**src/rtl/dsack_responder_if.sv**
```systemverilog
// Bus bundle between a 68020/030-style CPU
// and the DSACK responder.
interface dsack_responder_if;
  logic       i_AS_n;
  logic       i_DS_n;
  logic       i_RW;
  logic       i_SEL;
  logic [1:0] i_SIZ;
  logic       i_A0;
  logic [1:0] o_DSACK_n;
  logic       o_BERR_n;
  logic       o_OE_n;
  logic       o_WE_UPPER_n;
  logic       o_WE_LOWER_n;
  logic       o_BUSY;

  modport master (
    output i_AS_n, i_DS_n, i_RW,
    output i_SEL, i_SIZ, i_A0,
    input  o_DSACK_n, o_BERR_n, o_OE_n,
    input  o_WE_UPPER_n, o_WE_LOWER_n,
    input  o_BUSY
  );

  modport slave (
    input  i_AS_n, i_DS_n, i_RW,
    input  i_SEL, i_SIZ, i_A0,
    output o_DSACK_n, o_BERR_n, o_OE_n,
    output o_WE_UPPER_n, o_WE_LOWER_n,
    output o_BUSY
  );
endinterface

```
**src/rtl/dsack_responder.sv**
```systemverilog
// Slave responder for the 68020/030 async bus:
// wait states, DSACK sizing, lane strobes, BERR watchdog.
module dsack_responder #(
  parameter int WAIT_CYCLES = 2,
  parameter int PORT_WIDTH  = 16,
  parameter int TIMEOUT     = 64
) (
  input logic               i_CLK,
  input logic               i_RESET_n,
  dsack_responder_if.slave  bus
);

  if (!(PORT_WIDTH == 8 || PORT_WIDTH == 16)) begin : g_bad_pw
    $error("dsack_responder: PORT_WIDTH must be 8 or 16");
  end
  if (WAIT_CYCLES < 0 || WAIT_CYCLES > 255) begin : g_bad_wc
    $error("dsack_responder: WAIT_CYCLES out of 0..255");
  end
  if (TIMEOUT < 1 || TIMEOUT > 255) begin : g_bad_to
    $error("dsack_responder: TIMEOUT out of 1..255");
  end

  localparam bit PW8 = (PORT_WIDTH == 8);
  localparam logic [1:0] ACK_CODE =
    PW8 ? 2'b10 : 2'b01;
  localparam logic [7:0] WC_INIT = 8'(WAIT_CYCLES);
  localparam logic [7:0] WD_LAST = 8'(TIMEOUT - 1);

  typedef enum logic [2:0] {
    S_IDLE,
    S_WAIT,
    S_ACK,
    S_UNMAP,
    S_BERR
  } state_t;

  state_t     state_q, state_d;
  logic       as_meta_q, as_s_q;
  logic       ds_meta_q, ds_s_q;
  logic       sel_q, rw_q, a0_q;
  logic [1:0] siz_q;
  logic [7:0] cnt_q, cnt_d;
  logic [7:0] wd_q, wd_d;
  logic       cap;
  logic [1:0] dsack_q, dsack_d;
  logic       berr_q, berr_d;
  logic       oe_q, oe_d;
  logic       weu_q, weu_d;
  logic       wel_q, wel_d;
  logic       busy_q, busy_d;
  logic       in_cyc_q, in_cyc_d, act;

  // Two-flop synchronisers for the async strobes.
  always_ff @(posedge i_CLK or negedge i_RESET_n) begin
    if (!i_RESET_n) begin
      as_meta_q <= 1'b1;
      as_s_q    <= 1'b1;
      ds_meta_q <= 1'b1;
      ds_s_q    <= 1'b1;
    end else begin
      as_meta_q <= bus.i_AS_n;
      as_s_q    <= as_meta_q;
      ds_meta_q <= bus.i_DS_n;
      ds_s_q    <= ds_meta_q;
    end
  end

  // Next state, counters and output decode.
  always_comb begin
    state_d = state_q;
    cnt_d   = cnt_q;
    wd_d    = wd_q;
    cap     = 1'b0;
    unique case (state_q)
      S_IDLE: begin
        if (!as_s_q) begin
          cap = 1'b1;
          if (bus.i_SEL) begin
            state_d = S_WAIT;
            cnt_d   = WC_INIT;
          end else begin
            state_d = S_UNMAP;
            wd_d    = 8'd0;
          end
        end
      end
      S_WAIT: begin
        if (as_s_q)
          state_d = S_IDLE;
        else if (cnt_q == 8'd0)
          state_d = S_ACK;
        else
          cnt_d = cnt_q - 8'd1;
      end
      S_ACK: begin
        if (as_s_q) state_d = S_IDLE;
      end
      S_UNMAP: begin
        if (as_s_q)
          state_d = S_IDLE;
        else if (wd_q == WD_LAST)
          state_d = S_BERR;
        else
          wd_d = wd_q + 8'd1;
      end
      S_BERR: begin
        if (as_s_q) state_d = S_IDLE;
      end
      default: state_d = S_IDLE;
    endcase

    // Strobes need a cycle already under way and
    // still under way after this edge.
    in_cyc_d = (state_d == S_WAIT) ||
               (state_d == S_ACK);
    act = in_cyc_q && in_cyc_d &&
          sel_q && !ds_s_q;
    oe_d  = !(act && rw_q);
    weu_d = !(act && !rw_q && (!a0_q || PW8));
    wel_d = !(act && !rw_q && !PW8 &&
              (a0_q || siz_q != 2'b01));
    dsack_d = (state_d == S_ACK) ? ACK_CODE : 2'b11;
    berr_d  = (state_d != S_BERR);
    busy_d  = (state_d != S_IDLE);
  end

  // FSM state, captured attributes and registered outputs.
  always_ff @(posedge i_CLK or negedge i_RESET_n) begin
    if (!i_RESET_n) begin
      state_q  <= S_IDLE;
      cnt_q    <= 8'd0;
      wd_q     <= 8'd0;
      sel_q    <= 1'b0;
      rw_q     <= 1'b1;
      a0_q     <= 1'b0;
      siz_q    <= 2'b00;
      in_cyc_q <= 1'b0;
      dsack_q  <= 2'b11;
      berr_q   <= 1'b1;
      oe_q     <= 1'b1;
      weu_q    <= 1'b1;
      wel_q    <= 1'b1;
      busy_q   <= 1'b0;
    end else begin
      state_q  <= state_d;
      cnt_q    <= cnt_d;
      wd_q     <= wd_d;
      in_cyc_q <= in_cyc_d;
      if (cap) begin
        sel_q <= bus.i_SEL;
        rw_q  <= bus.i_RW;
        a0_q  <= bus.i_A0;
        siz_q <= bus.i_SIZ;
      end
      dsack_q <= dsack_d;
      berr_q  <= berr_d;
      oe_q    <= oe_d;
      weu_q   <= weu_d;
      wel_q   <= wel_d;
      busy_q  <= busy_d;
    end
  end

  assign bus.o_DSACK_n    = dsack_q;
  assign bus.o_BERR_n     = berr_q;
  assign bus.o_OE_n       = oe_q;
  assign bus.o_WE_UPPER_n = weu_q;
  assign bus.o_WE_LOWER_n = wel_q;
  assign bus.o_BUSY       = busy_q;

endmodule

```
**src/flat_wrapper.sv**
```systemverilog
// flat-port wrapper written by rule: the top's interface ports become plain ports
module dsack_responder_flat 
#(
  parameter int WAIT_CYCLES = 2,
  parameter int PORT_WIDTH  = 16,
  parameter int TIMEOUT     = 64
)
  (i_CLK, i_RESET_n, bus_i_AS_n, bus_i_DS_n, bus_i_RW, bus_i_SEL, bus_i_SIZ, bus_i_A0, bus_o_DSACK_n, bus_o_BERR_n, bus_o_OE_n, bus_o_WE_UPPER_n, bus_o_WE_LOWER_n, bus_o_BUSY);
  dsack_responder_if bus_i ();
  input logic i_CLK;
  input logic i_RESET_n;
  input wire logic [$bits(bus_i.i_AS_n)-1:0] bus_i_AS_n;
  input wire logic [$bits(bus_i.i_DS_n)-1:0] bus_i_DS_n;
  input wire logic [$bits(bus_i.i_RW)-1:0] bus_i_RW;
  input wire logic [$bits(bus_i.i_SEL)-1:0] bus_i_SEL;
  input wire logic [$bits(bus_i.i_SIZ)-1:0] bus_i_SIZ;
  input wire logic [$bits(bus_i.i_A0)-1:0] bus_i_A0;
  output wire logic [$bits(bus_i.o_DSACK_n)-1:0] bus_o_DSACK_n;
  output wire logic [$bits(bus_i.o_BERR_n)-1:0] bus_o_BERR_n;
  output wire logic [$bits(bus_i.o_OE_n)-1:0] bus_o_OE_n;
  output wire logic [$bits(bus_i.o_WE_UPPER_n)-1:0] bus_o_WE_UPPER_n;
  output wire logic [$bits(bus_i.o_WE_LOWER_n)-1:0] bus_o_WE_LOWER_n;
  output wire logic [$bits(bus_i.o_BUSY)-1:0] bus_o_BUSY;
  assign bus_i.i_AS_n = bus_i_AS_n;
  assign bus_i.i_DS_n = bus_i_DS_n;
  assign bus_i.i_RW = bus_i_RW;
  assign bus_i.i_SEL = bus_i_SEL;
  assign bus_i.i_SIZ = bus_i_SIZ;
  assign bus_i.i_A0 = bus_i_A0;
  assign bus_o_DSACK_n = bus_i.o_DSACK_n;
  assign bus_o_BERR_n = bus_i.o_BERR_n;
  assign bus_o_OE_n = bus_i.o_OE_n;
  assign bus_o_WE_UPPER_n = bus_i.o_WE_UPPER_n;
  assign bus_o_WE_LOWER_n = bus_i.o_WE_LOWER_n;
  assign bus_o_BUSY = bus_i.o_BUSY;
  dsack_responder #(.WAIT_CYCLES(WAIT_CYCLES), .PORT_WIDTH(PORT_WIDTH), .TIMEOUT(TIMEOUT)) u_core (.i_CLK(i_CLK), .i_RESET_n(i_RESET_n), .bus(bus_i));
endmodule
```
**config.mk**
```make
export PLATFORM = sky130hd
export DESIGN_NAME = dsack_responder_flat
export DESIGN_NICKNAME = d
export VERILOG_FILES = /design/src/rtl/dsack_responder_if.sv /design/src/rtl/dsack_responder.sv /design/src/flat_wrapper.sv
export SDC_FILE = /design/constraint.sdc
export NUM_CORES = 1
export LEC_CHECK = 0
export ABC_AREA = 1
export CORE_MARGIN = 1.5
export CORE_UTILIZATION = 30
export CTS_CLUSTER_DIAMETER = 30
export DETAILED_ROUTE_END_ITERATION = 7
export SKIP_CTS_REPAIR_TIMING = 1
export SLEW_MARGIN = 20
export SYNTH_ARGS = -nofsm -noshare
export SYNTH_HDL_FRONTEND = slang
export SYNTH_SLANG_ARGS = --single-unit
```
**constraint.sdc**
```tcl
create_clock -name i_CLK -period 2.2 [get_ports i_CLK]
set_clock_uncertainty 0.15 [all_clocks]
set_input_delay 0.33 -clock i_CLK [delete_from_list [all_inputs] [get_ports i_CLK]]
set_output_delay 0.33 -clock i_CLK [all_outputs]
set_load 0.02 [all_outputs]
```
==> results.cfg, run 1 <==
[floorplan]
dieWidth_um = 78.2
core_area_um2 = 5470
placement_rows = 27
initial_cell_density_of_the_core_pct = 31.0
fp.dieH_um = 78.2
io_pins = 16
fp.dieArea_um2 = 6120

[critical_path]
timing.critical_path.slowest_stage_cell = clkdlybuf4s50_1
timing.critical_path.required_ns = 1.72
timing.critical_path.fanout_max = 1
worst_r2r_startpoint = u_core.state_q[2]
setup.worst_path.start_class = flip-flop
critPathCaptureType = output port
critical_path.max_stage_delay_ns = 0.59
cp.arrival_ns = 1.39
worstPathCellList = clkdlybuf4s50_1
timing.critical_path.from = u_core.bus.o_WE_LOWER_n
start_to_end_type_of_the_worst_setup_path = reg2out
timing.critical_path.max_delay_family = buffers and inverters
buf_inv_stages_crit_path = 1

[grt]
grt_pass1_vias = 1209
global_route_wire_length_before_repair_um = 5390
globalRoute.totalOverflow = 0
antenna_found_initial = 0
pin_count_of_the_biggest_net_entering_global_routing = 36
all_layer_global_routing_usage_pct = 11.2

[power_and_ir_drop]
pwr-share-clk_pct = 30.2
max-vdd-ir-drop_mv = 0.476
seq_power_share_pct = 39.3
power.share.combinational_pct = 30.6
netSwitchingPower_w = 0.000768
power.density_nw_per_um2 = 1110
cell_internal_pwr_w = 0.00151
total_leakage_power_nw = 0.887
switching_share_pct = 33.7

[run_status]
run_status = completed

[timing]
finalHoldViolations = 0
maxSlewViolCount = 0
whs_ns = 0.207
final_period_minus_worst_setup_slack_ns = 1.87
max_freq_ghz = 0.533
final.setup.tns_ns = 0
setup_repair_after_global_routing_missed_its_margin = no
finalSetupViolations = 0
timing.final.crit_share_pct = 85.2

[cts]
cts_root_buffer = clkbuf_8
cts_sinks = 35
worst_skew_pair.late_latency_ns = 0.29
path_clk_slew_ns = 0.08
maximum_clock_path_buffer_count = 2
cts_tree = built
htreeDepth = 2
cts_made_buffers = 5

[layout]
drive_gt1_share_pct = 19.5
num_antenna_cells = 0
final_common_cell = nand2_1
synthesis_to_finish_area_growth_pct = 21.2
stdcell_area_um2 = 2060
number_of_filler_cells_placed_in_the_layout = 564
most-common-layout-cells = 48 x nand2_1, 25 x dfrtp_1, 19 x nor2_1, 17 x inv_1, 14 x clkdlybuf4s50_1
finalNetCount = 220
layout.cells.non_filler = 282
layout.core_utilization_pct = 37.6

[placed_design]
estimated_wirelength_of_the_detail_placed_design_um = 2030
globalplace.congestion = 0.793
port_buffers = 14
placed_cells = 274
dpl-instance-area_um2 = 1920

[drt]
detail_route.wl_per_cell_um = 10.1
ant_nets = 0
routed_via_density = 4.40
drt_iter0_drc = 35
wl_um = 2850
dr.pass1.iters = 4
drt_drc_violations_left = 0
num_vias = 1240

[yosys]
synthesis.area_per_instance_um2 = 8.98
synth_fp_nets = 200
synth_enable_flop_cells = 0
post_synthesis_cells = 189
postSynthRegisterBits = 35
syn_area_um2 = 1700
ys_dominant_reg_cell = dfrtp_1
async_reset_ff_share_pct = 100
synth_sequential_area_ratio_pct = 52.4
yosysWarningCount = 0
post_synth_num_cell_types = 30

[hold_path]
worstHoldStart = u_core.as_meta_q
worstHoldPathType = reg2reg

[job]
maxCapViolCount = 0
## through the flow
step	worst slack, ns	total power [W]
3_5_place_dp	0.424	0.00161
6_report	0.325	0.00228
5_1_grt	0.248	0.00248
4_1_cts	0.311	0.00231
2_1_floorplan	0.559	0.00145
3_3_place_gp	0.492	0.00160
## power groups by stage
stage	Sequential (W)	Combinational, W	Clock, W
after floorplan	0.000901	0.000546	0
after global placement	0.000905	0.000699	0
after detailed placement	0.000907	0.000706	0
after CTS	0.000897	0.000709	0.000708
after global routing	0.000920	0.000812	0.000746
final	0.000896	0.000698	0.000688
## cell type report
class | instances | area (um2) | share of cell area (%)
clock inverter | 3 | 67.6 | 3.28
sequential | 35 | 888 | 43.2
multi-input combinational | 129 | 701 | 34.1
inverter | 21 | 78.8 | 3.83
timing repair buffer | 17 | 163 | 7.91
clock buffer | 5 | 68.8 | 3.35
tap | 72 | 90.1 | 4.38
## logic make-up (layout without fill, tap and decap cells)
| logic type | after synthesis | after routing | synth area share, % |
|---|---|---|---|
| AND/OR/NAND/NOR | 92 | 92 | 24.6 |
| other | 1 | 1 | 0.221 |
| buffers and inverters | 25 | 46 | 6.34 |
| adder cells (fa/ha/maj) | 2 | 2 | 1.47 |
| XOR/XNOR | 10 | 10 | 5.16 |
| AO/OA/AOI/OAI | 24 | 24 | 9.81 |
| flip-flops | 35 | 35 | 52.4 |
## per-layer routing
layer  global-route usage [%]  vias to the layer above  share of wire, %
met3                     3.26                        7               4.0
met2                     17.5                       22                45
met1                     14.1                      568                49
met5                        0                        -                 0
li1                         -                      643                 -
met4                     5.36                        0               2.0
## state kept, by name, indices dropped and copies added (netlist names), 2 cells and up
| register | flops |
|---|---|
| u_core.cnt_q | 8 |
| u_core.siz_q | 2 |
| u_core.state_q | 3 |
| u_core.wd_q | 8 |
## path summary, 6_finish.rpt
kind	endpoint	slack, ns	cells past startpoint
setup / recovery	bus_o_WE_LOWER_n	0.33	1
min in group asynchronous	u_core.cnt_q[3]	0.30	2
hold reg to reg	u_core.as_s_q	0.21	0
setup reg to reg	u_core.cnt_q[6]	0.44	8
hold / removal	u_core.as_s_q	0.21	0
max in group asynchronous	u_core.as_s_q	1.26	2
## synth_stat cells, drive strengths merged, types with 2 or more instances
cell type,count,area share [%]
nand2,51,12
dfrtp,25,37
inv,21,4.6
nor2,20,4.6
dfstp,10,15
nand3,10,3.5
o21ai,10,4.1
o31ai,9,4.0
xor2,6,3.1
a21oi,4,1.4
buf,4,1.7
nand4,4,1.5
nor3,4,2.1
xnor2,4,2.1
ha,2,1.5
or2,2,0.74
No activity file was read; power rests on OpenSTA's default activity.
==> inputs of run 2 (changes only) <==
--- a/config.mk
+++ b/config.mk
@@ -11,6 +11,7 @@
 export CTS_CLUSTER_DIAMETER = 30
 export DETAILED_ROUTE_END_ITERATION = 7
 export SKIP_CTS_REPAIR_TIMING = 1
+export SKIP_LAST_GASP = 1
 export SLEW_MARGIN = 20
 export SYNTH_ARGS = -nofsm -noshare
 export SYNTH_HDL_FRONTEND = slang
==> results of run 2 <==
The final DEF is identical to that of run 1; final timing and power are the same.
